## config.mk

```make
export PLATFORM = sky130hd
export DESIGN_NAME = mem_sram_ctrl
export DESIGN_NICKNAME = d
export VERILOG_FILES = /design/src/rtl/gemips_mem_defs_pkg.sv /design/src/rtl/mem_byte_lane.sv /design/src/rtl/mem_sram_ctrl.sv
export SDC_FILE = /design/constraint.sdc
export NUM_CORES = 1
export LEC_CHECK = 0
export CORE_MARGIN = 5
export CORE_UTILIZATION = 45
export CTS_CLUSTER_SIZE = 14
export DETAILED_ROUTE_END_ITERATION = 12
export PLACE_DENSITY = 0.87
export SLEW_MARGIN = 5
export SYNTH_ARGS = -nofsm -noshare
export SYNTH_HDL_FRONTEND = slang
export SYNTH_HIERARCHICAL = 1
export SYNTH_SLANG_ARGS = --single-unit
```

## constraint.sdc

```tcl
create_clock -name clk -period 4.5 [get_ports clk]
set_input_delay 0.9 -clock clk [delete_from_list [all_inputs] [get_ports clk]]
set_output_delay 0.9 -clock clk [all_outputs]
set_load 0.02 [all_outputs]
```

## src/rtl/gemips_mem_defs_pkg.sv

```systemverilog
// Shared definitions for the MEM-stage SRAM sequencer.
//   - FSM state encodings
//   - byte-lane constants and SRAM idle pin values
//   - latched request payload
package gemips_mem_defs_pkg;

    localparam int unsigned CNT_W  = 4;
    localparam int unsigned LANES  = 4;
    localparam int unsigned DATA_W = 32;

    typedef enum logic [1:0] {
        ST_IDLE   = 2'd0,
        ST_ACCESS = 2'd1,
        ST_DONE   = 2'd2
    } mem_state_e;

    // Active-low byte enables
    localparam logic [LANES-1:0] BE_N_NONE = 4'hF;
    localparam logic [LANES-1:0] BE_N_ALL  = 4'h0;

    // Deasserted level for ce_n / oe_n / we_n
    localparam logic PIN_OFF = 1'b1;

    // Request attributes held for the duration of one access
    typedef struct packed {
        logic       rd;
        logic       byte_op;
        logic [1:0] addr_lo;
    } mem_req_t;

endpackage

```

## src/rtl/mem_byte_lane.sv

```systemverilog
// Byte-lane steering for SRAM accesses (purely combinational).
//   addr_lo, byte_op   : lane select and access size
//   sram_rdata, wdata  : raw SRAM read word and store data
//   be_n_c             : active-low byte enables
//   load_data_c        : formatted load result (LB sign-extended)
//   store_data_c       : store data (SB replicated across lanes)
module mem_byte_lane
    import gemips_mem_defs_pkg::*;
(
    input  logic [1:0]        addr_lo,
    input  logic              byte_op,
    input  logic [DATA_W-1:0] sram_rdata,
    input  logic [DATA_W-1:0] wdata,
    output logic [LANES-1:0]  be_n_c,
    output logic [DATA_W-1:0] load_data_c,
    output logic [DATA_W-1:0] store_data_c
);

    logic [7:0] lane_byte;

    assign lane_byte = sram_rdata[{addr_lo, 3'b000} +: 8];

    // Word accesses pass through; byte accesses select/replicate one lane
    always_comb begin
        be_n_c       = BE_N_ALL;
        load_data_c  = sram_rdata;
        store_data_c = wdata;
        if (byte_op) begin
            be_n_c       = ~(LANES'(1) << addr_lo);
            load_data_c  = {{24{lane_byte[7]}}, lane_byte};
            store_data_c = {LANES{wdata[7:0]}};
        end
    end

endmodule

```

## src/rtl/mem_sram_ctrl.sv

```systemverilog
// MEM-stage load/store sequencer for the external base SRAM.
//   mem_rd_req/mem_wr_req/mem_byte/mem_addr/mem_wdata : request from MEM (level)
//   mem_rdata     : load result, held until the next read capture
//   mem_stop_end  : one-cycle pulse when an access completes
//   busy          : high while the sequencer is not idle
//   sram_*        : registered SRAM pins (active-low strobes)
module mem_sram_ctrl
    import gemips_mem_defs_pkg::*;
#(
    parameter int unsigned SRAM_WAIT = 2,
    parameter int unsigned ADDR_W    = 20
) (
    input  logic              clk,
    input  logic              rst,
    input  logic              mem_rd_req,
    input  logic              mem_wr_req,
    input  logic              mem_byte,
    input  logic [31:0]       mem_addr,
    input  logic [31:0]       mem_wdata,
    output logic [31:0]       mem_rdata,
    output logic              mem_stop_end,
    output logic              busy,
    output logic [ADDR_W-1:0] sram_addr,
    output logic [31:0]       sram_wdata,
    input  logic [31:0]       sram_rdata,
    output logic              sram_ce_n,
    output logic              sram_oe_n,
    output logic              sram_we_n,
    output logic [3:0]        sram_be_n
);

    mem_state_e        state_q, state_d;
    logic [CNT_W-1:0]  cnt_q, cnt_d;
    mem_req_t          req_q, req_d;
    logic [ADDR_W-1:0] sram_addr_q, sram_addr_d;
    logic [31:0]       sram_wdata_q, sram_wdata_d;
    logic [31:0]       mem_rdata_q, mem_rdata_d;
    logic [3:0]        be_n_q, be_n_d;
    logic              ce_n_q, ce_n_d;
    logic              oe_n_q, oe_n_d;
    logic              we_n_q, we_n_d;
    logic              stop_end_q, stop_end_d;
    logic              busy_q, busy_d;
    logic              in_access;

    logic [1:0]        lane_addr_lo;
    logic              lane_byte_op;
    logic [3:0]        lane_be_n;
    logic [31:0]       lane_load;
    logic [31:0]       lane_store;

    // Address bits above the SRAM window are discarded
    logic unused_addr_hi;
    assign unused_addr_hi = ^mem_addr[31:ADDR_W+2];

    // Lane steering sees the incoming request in IDLE, the latched one afterwards
    assign lane_addr_lo = (state_q == ST_IDLE) ? mem_addr[1:0] : req_q.addr_lo;
    assign lane_byte_op = (state_q == ST_IDLE) ? mem_byte      : req_q.byte_op;

    mem_byte_lane u_byte_lane (
        .addr_lo      (lane_addr_lo),
        .byte_op      (lane_byte_op),
        .sram_rdata   (sram_rdata),
        .wdata        (mem_wdata),
        .be_n_c       (lane_be_n),
        .load_data_c  (lane_load),
        .store_data_c (lane_store)
    );

    // Next state, request latch and next pin values (pins reflect the state being entered)
    always_comb begin
        state_d      = state_q;
        cnt_d        = cnt_q;
        req_d        = req_q;
        sram_addr_d  = sram_addr_q;
        sram_wdata_d = sram_wdata_q;
        mem_rdata_d  = mem_rdata_q;
        be_n_d       = be_n_q;

        unique case (state_q)
            ST_IDLE: begin
                if (mem_rd_req || mem_wr_req) begin
                    state_d       = ST_ACCESS;
                    cnt_d         = CNT_W'(SRAM_WAIT);
                    req_d.rd      = mem_rd_req;   // read wins if both are raised
                    req_d.byte_op = mem_byte;
                    req_d.addr_lo = mem_addr[1:0];
                    sram_addr_d   = mem_addr[ADDR_W+1:2];
                    sram_wdata_d  = lane_store;
                    be_n_d        = lane_be_n;
                end
            end
            ST_ACCESS: begin
                if (cnt_q == '0) begin
                    state_d = ST_DONE;
                    if (req_q.rd) begin
                        mem_rdata_d = lane_load;
                    end
                end else begin
                    cnt_d = cnt_q - CNT_W'(1);
                end
            end
            ST_DONE: begin
                // A request still high here is the stalled instruction itself
                state_d = ST_IDLE;
            end
            default: begin
                state_d = ST_IDLE;
            end
        endcase

        in_access = (state_d == ST_ACCESS);
        ce_n_d    = ~in_access;
        oe_n_d    = ~(in_access && req_d.rd);
        // we_n released on the last ACCESS cycle so data is held past the strobe
        we_n_d    = ~(in_access && !req_d.rd && (cnt_d != '0));
        if (!in_access) begin
            be_n_d = BE_N_NONE;
        end
        stop_end_d = (state_d == ST_DONE);
        busy_d     = (state_d != ST_IDLE);
    end

    // State and output registers
    always_ff @(posedge clk or posedge rst) begin
        if (rst) begin
            state_q      <= ST_IDLE;
            cnt_q        <= '0;
            req_q        <= '0;
            sram_addr_q  <= '0;
            sram_wdata_q <= '0;
            mem_rdata_q  <= '0;
            be_n_q       <= BE_N_NONE;
            ce_n_q       <= PIN_OFF;
            oe_n_q       <= PIN_OFF;
            we_n_q       <= PIN_OFF;
            stop_end_q   <= 1'b0;
            busy_q       <= 1'b0;
        end else begin
            state_q      <= state_d;
            cnt_q        <= cnt_d;
            req_q        <= req_d;
            sram_addr_q  <= sram_addr_d;
            sram_wdata_q <= sram_wdata_d;
            mem_rdata_q  <= mem_rdata_d;
            be_n_q       <= be_n_d;
            ce_n_q       <= ce_n_d;
            oe_n_q       <= oe_n_d;
            we_n_q       <= we_n_d;
            stop_end_q   <= stop_end_d;
            busy_q       <= busy_d;
        end
    end

    assign mem_rdata    = mem_rdata_q;
    assign mem_stop_end = stop_end_q;
    assign busy         = busy_q;
    assign sram_addr    = sram_addr_q;
    assign sram_wdata   = sram_wdata_q;
    assign sram_ce_n    = ce_n_q;
    assign sram_oe_n    = oe_n_q;
    assign sram_we_n    = we_n_q;
    assign sram_be_n    = be_n_q;

endmodule
```

## Word-level counts from Yosys, hierarchy flattened

Cells that the tools add are included.

- Output and inout bits: 93
- Flip-flop bits (word level): 103
- Word-level logic and storage cells: 54
- Bits of input ports: 101

- Add/sub/neg operators: 1
- Reductions and logical operators: 12
- Equality and inequality tests: 5
- Shift-type cells: 2
- Bitwise gates (word level): 4
- Muxes and demuxes: 16

Operators with widths:

| operator | count |
|---|---|
| 2-to-1 mux 32 bit | 2 |
| 2-to-1 mux 4 bit | 8 |
| variable part select 32 x 6 -> 8 bit | 1 |
| case mux 4 bit (2 select lines) | 1 |
| 2-to-1 mux 2 bit | 3 |
| equality test 2 x 1 -> 1 bit (second input constant) | 2 |
| zero test 4 bit | 1 |
| inequality test 2 x 1 -> 1 bit (second input constant) | 2 |
| inverter 4 bit | 1 |
| case mux 2 bit (2 select lines) | 1 |
| AND reduction 2 bit | 2 |
| nonzero test 4 bit | 1 |
| << shifter 1 x 2 -> 4 bit (first input constant) | 1 |
| subtractor 4 x 1 -> 4 bit (second input constant) | 1 |
| logical AND 1 bit | 3 |
| inverter 1 bit | 3 |
| AND reduction 3 bit | 1 |
| equality test 2 bit (second input constant) | 1 |
| zero test 2 bit | 1 |
| nonzero test 2 bit | 1 |
| zero test 1 bit | 1 |
| logical OR 1 bit | 1 |
| 2-to-1 mux 1 bit | 1 |

## Longest topological paths before layout

Gate-level depths: netlist of the first run.

- Depth in word-level cells: 8
- Mapped depth: 8
- Mapped depth without buffers: 6

## By module

Netlist of the first run, hierarchy kept.

By module, submodules not included:

| module | seq. area each (um^2) | area each (um^2) | times used | cells each |
|---|---|---|---|---|
| mem_sram_ctrl | 2586.2 | 4091.4 | 1 | 360 |
| mem_byte_lane | 0.0 | 1012.2 | 1 | 172 |

## Worst setup path before layout of the first run

OpenSTA, ideal clock, no wires.

- Path type: input to register
- From: in mem_addr[1]
- To: reg mem_rdata_q[5], in the netlist mem_rdata[5]
- Setup time: 0.125 ns
- Stages: 7
- Required time: 4.375 ns
- Buffers on the path: 2
- Setup slack: 2.247 ns
- Arrival time: 2.128 ns
- Path through: mux2_2 buf_4 buf_4 mux2_2 o22ai_1 a21oi_1 mux2_4

- Longest elaborated chain between the ends: 3

RTL lines:

| what | RTL line | text |
|---|---|---|
| from (decl) | mem_sram_ctrl.sv:18 | `input logic [31:0] mem_addr,` |
| 2-to-1 mux 2 bit | mem_sram_ctrl.sv:57 | `assign lane_addr_lo = (state_q == ST_IDLE) ? mem_addr[1:0] : req_q.addr_lo;` |
| variable part select 32 x 6 -> 8 bit | mem_byte_lane.sv:21 | `assign lane_byte = sram_rdata[{addr_lo, 3'b000} +: 8];` |
| 2-to-1 mux 32 bit | mem_byte_lane.sv:28 | `if (byte_op) begin` |
| via lane_load[5] | mem_sram_ctrl.sv:49 | `logic [31:0] lane_load;` |
| to (signal assigned) | mem_sram_ctrl.sv:145 | `mem_rdata_q <= mem_rdata_d;` |
| to (decl) | mem_sram_ctrl.sv:37 | `logic [31:0] mem_rdata_q, mem_rdata_d;` |

The timed path passes the listed nets, and every way through them passes these cells.
A chain may end at the register's enable or synchronous reset.

## Worst setup path after layout of the first run

- From: in mem_byte
- To: reg mem_rdata_q[6], in the netlist mem_rdata[6]

- Longest elaborated chain between the ends: 2

RTL lines:

| what | RTL line | text |
|---|---|---|
| from (decl) | mem_sram_ctrl.sv:17 | `input logic mem_byte,` |
| 2-to-1 mux 1 bit | mem_sram_ctrl.sv:58 | `assign lane_byte_op = (state_q == ST_IDLE) ? mem_byte : req_q.byte_op;` |
| via lane_byte_op | mem_sram_ctrl.sv:47 | `logic lane_byte_op;` |
| 2-to-1 mux 32 bit | mem_byte_lane.sv:28 |  |
| via lane_load[6] | mem_sram_ctrl.sv:49 |  |

The timed path passes the listed nets, and every way through them passes these cells.

==> results of run 1 <==
==> cells in the mapped netlist (2+ instances only) <==
| cell type | count |
|---|---|
| a21boi_0 | 2 |
| a21oi_1 | 7 |
| buf_2 | 10 |
| buf_4 | 10 |
| buf_6 | 7 |
| clkbuf_1 | 9 |
| dfrtp_1 | 96 |
| dfstp_2 | 7 |
| inv_1 | 54 |
| mux2_2 | 12 |
| mux2_4 | 30 |
| mux2i_1 | 4 |
| nand2_1 | 178 |
| nand3_1 | 2 |
| nand3b_1 | 7 |
| nor2_1 | 3 |
| nor3_1 | 2 |
| o21a_1 | 3 |
| o21ai_0 | 38 |
| o21ai_2 | 20 |
| o22a_1 | 4 |
| o22ai_1 | 7 |
==> cells by family (layout without fill, tap and decap cells) <==
| group | after synthesis | in the layout | share of synthesized area |
|---|---|---|---|
| buffers and inverters | 92 | 257 | 0.08801 |
| flip-flops | 103 | 103 | 0.5067 |
| AND/OR/NAND/NOR | 202 | 202 | 0.1662 |
| adder cells (fa/ha/maj) | 1 | 1 | 0.002451 |
| multiplexers | 46 | 46 | 0.1226 |
| AO/OA/AOI/OAI | 88 | 88 | 0.1140 |
==> layout make-up <==
| type | count | area, um^2 | area share |
|---|---|---|---|
| multi-input cells | 337 | 2081 | 0.2888 |
| clock buffers | 11 | 242.7 | 0.03369 |
| inverters | 55 | 209.0 | 0.02900 |
| repair buffers | 186 | 1854 | 0.2574 |
| clock inverters | 5 | 56.30 | 0.007815 |
| well taps | 140 | 175.2 | 0.02431 |
| flip-flops and latches | 103 | 2586 | 0.3590 |
==> per-layer routing <==
| layer | part of all wire | up-vias | GRT usage |
|---|---|---|---|
| met3 | 0.11 | 32 | 0.06995 |
| met5 | 0.0018 | - | 0 |
| li1 | - | 2026 | - |
| met2 | 0.46 | 218 | 0.3204 |
| met4 | 0.025 | 4 | 0.07889 |
| met1 | 0.40 | 2025 | 0.2566 |
==> power breakdown <==
part | internal (mW) | leakage [nW] | total, mW | switching [mW]
Combinational | 1.48 | 2.11 | 3.19 | 1.71
Clock | 0.447 | 0.146 | 0.788 | 0.341
Sequential | 1.40 | 1.24 | 1.67 | 0.268
Total | 3.33 | 3.50 | 5.65 | 2.32
==> worst max-delay path, delay by kind of cell <==
kind | cells | cell delay, ns
mux | 2 | 0.85
buf+inv | 2 | 1.06
compound gates | 2 | 0.26
simple gates | 1 | 0.17
==> cell usage in the layout (no fill, tap or decap), drive strengths merged, types with 2 or more instances in the layout <==
master	instances
nor3	3
dfrtp	96
o21ai	59
o22ai	7
mux2i	4
a21oi	7
mux2	42
clkdlybuf4s50	183
dfstp	7
o21a	3
clkinv	3
nand2	180
buf	3
nor2	4
o22a	5
o311ai	2
a21boi	2
nand3	2
nand3b	8
inv	55
clkbuf	11
==> flip-flops by register name, summed over array words and instances, names as in the netlist <==
signal and flops:
sram_oe_n 1, state_q 2, sram_we_n 1, busy 1, req_q 4, mem_rdata 32, sram_wdata 32, sram_ce_n 1
sram_be_n 4, sram_addr 20, cnt_q 4, mem_stop_end 1
==> path summary, 6_finish.rpt <==
path / start / endpoint / slack [ns]
max: mem_byte / mem_rdata[6] / 1.46
min: sram_wdata[29] / sram_wdata[29] / 0.47
max reg2reg: state_q[1] / mem_rdata[6] / 1.62
min reg2reg: sram_wdata[29] / sram_wdata[29] / 0.47
max in group asynchronous: rst / sram_be_n[3] / 2.39
min in group asynchronous: rst / sram_addr[1] / 1.19
==> flow_summary.yaml, run 1 <==
route:
  vias: 4305
  drt_iter0_drc: 467
  antenna_left: 0
  routed_wl_um: 13860
  post-route-drc-count: 0
  first_pass_iters: 5
  wl_per_cell_um: 16.56
  avgViaCountPerCell: 5.143
final_layout:
  layoutNonFillerInstCount: 837
  nets: 794
  post-route-util: 0.6560
  num_antenna_cells: 0
  finalInstanceArea_um2: 7204
  fillers: 873
  layout-drive-gt1-share: 0.1406
  area_delta_synth_final_pct: 41.16
clock_network:
  cts_hold_buffers: 0
  cts_resized: 0
  numCtsBuffers: 9
  cts_root_buf: "clkbuf_16"
  ctsLongestPathBuffers: 2
  cts.reportedPaths.clkPinSlew_ns: 0.07
  cts_setup_buffers: 0
  cts_tree: "yes"
  insertion_delay_ns: 0.34
  cts.sinks: 103
  htree_levels: 3
floorplanning:
  die-height_um: 116.5
  fp.dieW_um: 116.5
  ios: 194
  core_area_um2: 10980
  rows: 38
  start_util: 0.4647
  die_area_um2: 13570
sta:
  final-hold-violation-count: 0
  worst_slack_ns: 1.457
  fin_skew_ns: 0.007023
  post-route-min-period_ns: 3.043
  tightestPinTransition_ns: 1.089
  holdWs_ns: 0.4718
  slew_headroom: 0.2741
  timing.final.crit_share: 0.6763
  setup_tns_ns: 0
  final_max_slew_viol_count: 0
  rsz0062_at_grt: "false"
  fmax_ghz: 0.3286
  finalSetupViolCount: 0
synth:
  synth_top_area_frac: 0.4707
  yosysTopAreaCell: "dfrtp_1"
  synth_edf_count: 0
  synthFlopType: "dfrtp_1"
  synth_cells: 532
  syn_avg_cell_area_um2: 9.593
  syn_nets: 634
  synth_cell_types: 42
  ys_async_sr_fraction: 1.000
  synth_area_leaders: "dfrtp_1 47%, nand2_1 13%, mux2_4 8.8%, inv_1 4.0%, o21ai_0 3.7%"
  syn_area_um2: 5104
  ys_seq_area_frac: 0.5067
  synth_seq_cells: 103
  yosys_warnings: 6
pwr:
  power_mw: 5.648
  p_per_area_nw_per_um2: 784.0
  power_leakage_nw: 3.498
  ir_worst_vdd_v: 0.0003947
grt:
  grt_max_degree: 89
  grt_overflow_total: 0
  antenna_found_initial: 2
  grt_pass1_vias: 4350
  grt_first_pass_wirelength_um: 21630
  grt.total_usage: 0.2026
setup_path:
  path_cells: "clkdlybuf4s50_1 > mux2_2 > buf_4 > nand3b_1 > o21ai_0 > a21oi_1 > mux2_4"
  worst-path-max-fanout: 51
  worstSetupEndpointType: "flip-flop"
  critPathSlowestCell: "buf_4"
  startpoint_type: "input port"
  path_class: "input port to flip-flop"
  arrival_ns: 3.27
  slowest_delay_ns: 0.58
  cp.required_ns: 4.72
  worst_r2r_path_depth: 7
placed_design:
  gp_congestion: 0.9223
  port_buffers: 183
  hpwlAfterDp_um: 10050
  place_area_um2: 6905
  place_inst: 821
  preCtsSetupSlack_ns: 1.168
min_path:
  hold_class: "flip-flop to flip-flop"
  holdPathStages: 2
flow_run:
  drv_cap: 0
run_status:
  status: "finished clean"
Note: power is estimated with default switching activity, not from simulation.
==> inputs of run 2 (changes only) <==
- CORE_UTILIZATION: 45 -> 40
- PLACE_DENSITY: 0.87 -> 0.82
- clock period: 4.5 -> 2.5 ns (I/O delays scaled with it)
==> run 2 against run 1 <==
Net effect: clock skew shrank 0.0017 ns; hold slack is essentially flat; routed wire length grew 2.5%; clock power is 68% higher; combinational power rose by 87%; count of clock-buffer cells in the layout increased by 1; largest power group unchanged.
==> flow_summary.yaml, run 2 (synthesis results as in run 1) <==
pwr:
  seqPwrFrac: 0.294
  switching_share: 0.4098
  comb_power_share: 0.578
  p_per_area_nw_per_um2: 1399
  ir_worst_vdd_v: 0.0005708
  clockPowerShare: 0.128
  power_leakage_nw: 3.568
  p_int_mw: 6.082
  switchingPower_mw: 4.223
clock_network:
  ctsLongestPathBuffers: 2
  cts_resized: 0
  cts.sinks: 103
  cts_root_buf: "clkbuf_16"
  insertion_delay_ns: 0.34
  htree_levels: 3
  cts_hold_buffers: 0
  cts_tree: "yes"
  numCtsBuffers: 9
  cts_setup_buffers: 0
  cts.reportedPaths.clkPinSlew_ns: 0.07
floorplanning:
  rows: 41
  die-height_um: 123.0
  fp.dieW_um: 123.0
  core_area_um2: 12570
  ios: 194
  die_area_um2: 15120
  start_util: 0.4061
setup_path:
  cp.required_ns: 2.73
  worst-path-max-fanout: 12
  worstSetupEndpointType: "flip-flop"
  r2r-start: "state_q[1]"
  worst_r2r_path_depth: 7
  r2r-end: "mem_rdata[3]"
  path_class: "flip-flop to flip-flop"
  r2r_slack_ns: 0.27
  arrival_ns: 2.45
  startpoint_type: "flip-flop"
grt:
  grt_overflow_total: 0
  grt.total_usage: 0.1872
  grt_pass1_vias: 4430
  grt_first_pass_wirelength_um: 22220
  grt_max_degree: 56
  antenna_found_initial: 0
route:
  first_pass_iters: 5
  post-route-drc-count: 0
  vias: 4322
  routed_wl_um: 14210
  antenna_left: 0
  avgViaCountPerCell: 4.906
  drt_iter0_drc: 295
  wl_per_cell_um: 16.13
sta:
  post-route-min-period_ns: 2.225
  rsz0062_at_grt: "false"
  setup_tns_ns: 0
  finalSetupViolCount: 0
  tightestPinTransition_ns: 0.5996
  fmax_ghz: 0.4494
  final-hold-violation-count: 0
  timing.final.crit_share: 0.8901
  final_max_slew_viol_count: 0
  fin_skew_ns: 0.005290
  worst_slack_ns: 0.2747
  slew_headroom: 0.6003
final_layout:
  area_delta_synth_final_pct: 44.28
  fillers: 1076
  nets: 806
  layout_commonest_cell: "clkdlybuf4s50_1"
  num_antenna_cells: 0
  layoutNonFillerInstCount: 881
  final_cell_mix: "183 x clkdlybuf4s50_1, 178 x nand2_1, 96 x dfrtp_1, 53 x inv_1, 38 x o21ai_0"
  layout-drive-gt1-share: 0.1551
placed_design:
  gp_congestion: 0.8776
  port_buffers: 183
  hpwlAfterDp_um: 10760
  place_inst: 865
  preCtsSetupSlack_ns: 0.02029
flow_run:
  drv_cap: 0
min_path:
  holdPathEnd: "sram_addr[0]"
  hold_class: "flip-flop to flip-flop"
  hp-start: "sram_addr[0]"
  holdPathStages: 2
run_status:
  status: "finished clean"
[run 2: cell count changes in the layout (fill, tap and decap cells not counted), sizes merged]
cell	change
buf	+12
bufinv	-1
clkbuf	+1
clkinv	+2
inv	-2
[run 2: how the worst max path moves through the flow]
stage                    end  slack (ns)        start  cells after the start
4_1_cts        mem_rdata[20]        0.28   state_q[1]                      8
3_5_place_dp    mem_rdata[3]        0.02  mem_addr[1]                      7
5_1_grt         mem_rdata[2]        0.17   state_q[1]                      7
6_report        mem_rdata[3]        0.27   state_q[1]                      7
3_3_place_gp    mem_rdata[2]        0.09  mem_addr[1]                      7
2_1_floorplan   mem_rdata[5]        0.41   state_q[1]                      8
[run 2: power by group through the flow]
stage	Combinational [mW]	Clock, mW	Sequential [mW]
after floorplan	2.78	0	3.87
after global placement	5.80	0	3.01
after detailed placement	5.96	0	3.06
after CTS	5.99	1.37	3.04
after global routing	6.39	1.44	3.12
final	5.95	1.32	3.03
[run 2: metrics by stage]
step / util / hold slack [ns] / area, um^2 / total power [mW]
5_1_grt: 0.5859 / 0.4889 / 7363 / 10.95
3_3_place_gp: 0.5639 / 0.4538 / 7087 / 8.811
4_1_cts: 0.5859 / 0.4783 / 7363 / 10.39
6_report: 0.5859 / 0.4714 / 7363 / 10.30
2_1_floorplan: - / 0.4417 / 5107 / 6.656
3_5_place_dp: 0.5639 / 0.4620 / 7087 / 9.023
[run 2: critical path: stages (launching register included)]
cell	delay (ns)
dfrtp_1	0.44
nor2_2	0.21
mux2_2	0.47
buf_4	0.22
mux2_2	0.28
o22ai_1	0.12
a21oi_1	0.08
mux2_4	0.28
[run 2: cell type report]
cell class              instances  area (um^2)  area share
well taps                     172        215.2     0.02923
inverters                      55        210.2     0.02855
flip-flops and latches        103         2586      0.3512
clock inverters                 4        20.02    0.002719
clock buffers                  12        256.5     0.03483
repair buffers                198         1994      0.2709
multi-input cells             337         2081      0.2826
[run 2: per-layer routing]
metal / share of wire / vias to the layer above / track usage
met3: 0.10 / 26 / 0.05718
met5: 0 / - / 0
met4: 0.026 / 0 / 0.07768
met2: 0.47 / 205 / 0.3092
met1: 0.40 / 2044 / 0.2279
li1: - / 2047 / -
==> inputs of run 3 (changes only) <==
- PLACE_DENSITY: 0.82 -> 0.78
==> run 3 against run 2 <==
Net effect: hold slack worse by 0.050 ns; count of clock-buffer cells in the layout is 2 higher; cell count is 0.23% higher; non-clock buffer count is 2 higher; critical endpoint is now mem_rdata[6]; maximum frequency is 0.79% lower; sequential share of layout area is 0.12 points lower; critical path type unchanged; clock skew is 0.0019 ns higher; setup slack worse by 0.018 ns; critical path depth stayed put.
==> flow_summary.yaml, run 3 (synthesis results as in run 1) <==
clock_network:
  htree_levels: 3
  insertion_delay_ns: 0.35
  cts_tree: "yes"
  cts_hold_buffers: 0
  cts.sinks: 103
  numCtsBuffers: 9
  cts_resized: 0
  cts_root_buf: "clkbuf_16"
  cts_setup_buffers: 0
  ctsLongestPathBuffers: 2
  cts.reportedPaths.clkPinSlew_ns: 0.07
placed_design:
  port_buffers: 183
  gp_congestion: 0.8212
  hpwlAfterDp_um: 10460
sta:
  post-route-min-period_ns: 2.243
  setup_tns_ns: 0
  finalSetupViolCount: 0
  rsz0062_at_grt: "false"
  fmax_ghz: 0.4458
  slew_headroom: 0.7160
  timing.final.crit_share: 0.8972
  final-hold-violation-count: 0
  fin_skew_ns: 0.007155
  tightestPinTransition_ns: 0.4260
  final_max_slew_viol_count: 0
setup_path:
  critPathMostFrequentCell: "mux2_2"
  cp.required_ns: 2.74
  startpoint_type: "flip-flop"
  path_cells: "nor2_2 > mux2_2 > buf_4 > mux2_2 > o22ai_1 > a21oi_1 > mux2_4"
  worst-path-max-fanout: 12
  critPathSlowestCell: "mux2_2"
  slowest_delay_ns: 0.46
  worstSetupEndpointType: "flip-flop"
  r2r_slack_ns: 0.26
  path_class: "flip-flop to flip-flop"
  arrival_ns: 2.48
route:
  vias: 4310
  antenna_left: 0
  post-route-drc-count: 0
  drt_iter0_drc: 306
  avgViaCountPerCell: 4.881
  first_pass_iters: 5
  wl_per_cell_um: 16.02
  routed_wl_um: 14150
min_path:
  hold_class: "input port to asynchronous set/reset pin"
final_layout:
  area_delta_synth_final_pct: 44.79
  layout_commonest_cell: "clkdlybuf4s50_1"
  fillers: 1080
  nets: 808
  regArea_um2: 2586
  layout-drive-gt1-share: 0.1561
  final_cell_mix: "183 x clkdlybuf4s50_1, 178 x nand2_1, 96 x dfrtp_1, 53 x inv_1, 38 x o21ai_0"
  multiInputGateArea_um2: 2081
  num_antenna_cells: 0
pwr:
  ir_worst_vdd_v: 0.0005865
  power_mw: 10.35
  power_leakage_nw: 3.580
  p_per_area_nw_per_um2: 1401
grt:
  grt_overflow_total: 0
  grt_max_degree: 65
  grt_first_pass_wirelength_um: 22690
  grt.total_usage: 0.1921
  antenna_found_initial: 0
  grt_pass1_vias: 4473
floorplanning:
  ios: 194
  fp.dieW_um: 123.0
  start_util: 0.4061
  die-height_um: 123.0
  rows: 41
  die_area_um2: 15120
  core_area_um2: 12570
run_status:
  status: "finished clean"
flow_run:
  drv_cap: 0
[run 3: per-layer routing]
| layer | vias to the layer above | track usage | wire length [um] |
|---|---|---|---|
| met5 | - | 0 | 0 |
| met4 | 0 | 0.09027 | 399 |
| met3 | 26 | 0.05718 | 1357 |
| met2 | 179 | 0.3088 | 6634 |
| met1 | 2059 | 0.2377 | 5758 |
| li1 | 2046 | - | - |
[run 3: final timing paths]
kind / cells past startpoint / from / endpoint
min in group clk: 2 / sram_wdata[22] / sram_wdata[22]
max: 7 / state_q[1] / mem_rdata[6]
max in group asynchronous: 3 / rst / mem_rdata[18]
max reg2reg: 7 / state_q[1] / mem_rdata[6]
min reg2reg: 2 / sram_wdata[22] / sram_wdata[22]
min: 2 / rst / sram_wdata[15]
[run 3: critical path, delay by kind of cell (launching register included)]
| kind | cells | cell delay (ns) |
|---|---|---|
| AOI/OAI and AO/OA | 2 | 0.23 |
| buffers and inverters | 1 | 0.22 |
| DFF | 1 | 0.44 |
| muxes | 3 | 1.01 |
| and+or+nand+nor | 1 | 0.24 |
[run 3: area by class of cell]
| cell class | instances | share of cell area |
|---|---|---|
| clock buffers | 14 | 0.03708 |
| well taps | 172 | 0.02912 |
| flip-flops and latches | 103 | 0.3500 |
| clock inverters | 2 | 0.001863 |
| repair buffers | 200 | 0.2719 |
| inverters | 55 | 0.02845 |
| multi-input cells | 337 | 0.2816 |
[run 3: power breakdown]
part	total (mW)	internal (mW)	switching, mW	leakage [nW]
Clock	1.37	0.759	0.606	0.143
Sequential	3.02	2.53	0.488	1.24
Combinational	5.97	2.85	3.12	2.19
[run 3: through the flow]
stage / setup WS, ns / instance area (um^2) / utilization / std cells / hold slack (ns)
CTS: 0.2579 / 7390 / 0.5880 / 883 / 0.4058
finish: 0.2569 / 7390 / 0.5880 / 883 / 0.4211
detailed placement: 0.07250 / 7102 / 0.5651 / 867 / 0.4584
floorplan: 0.4089 / 5107 / - / 532 / 0.4417
global placement: 0.1319 / 7102 / 0.5651 / 867 / 0.4558
global route: 0.1672 / 7390 / 0.5880 / 883 / 0.4347
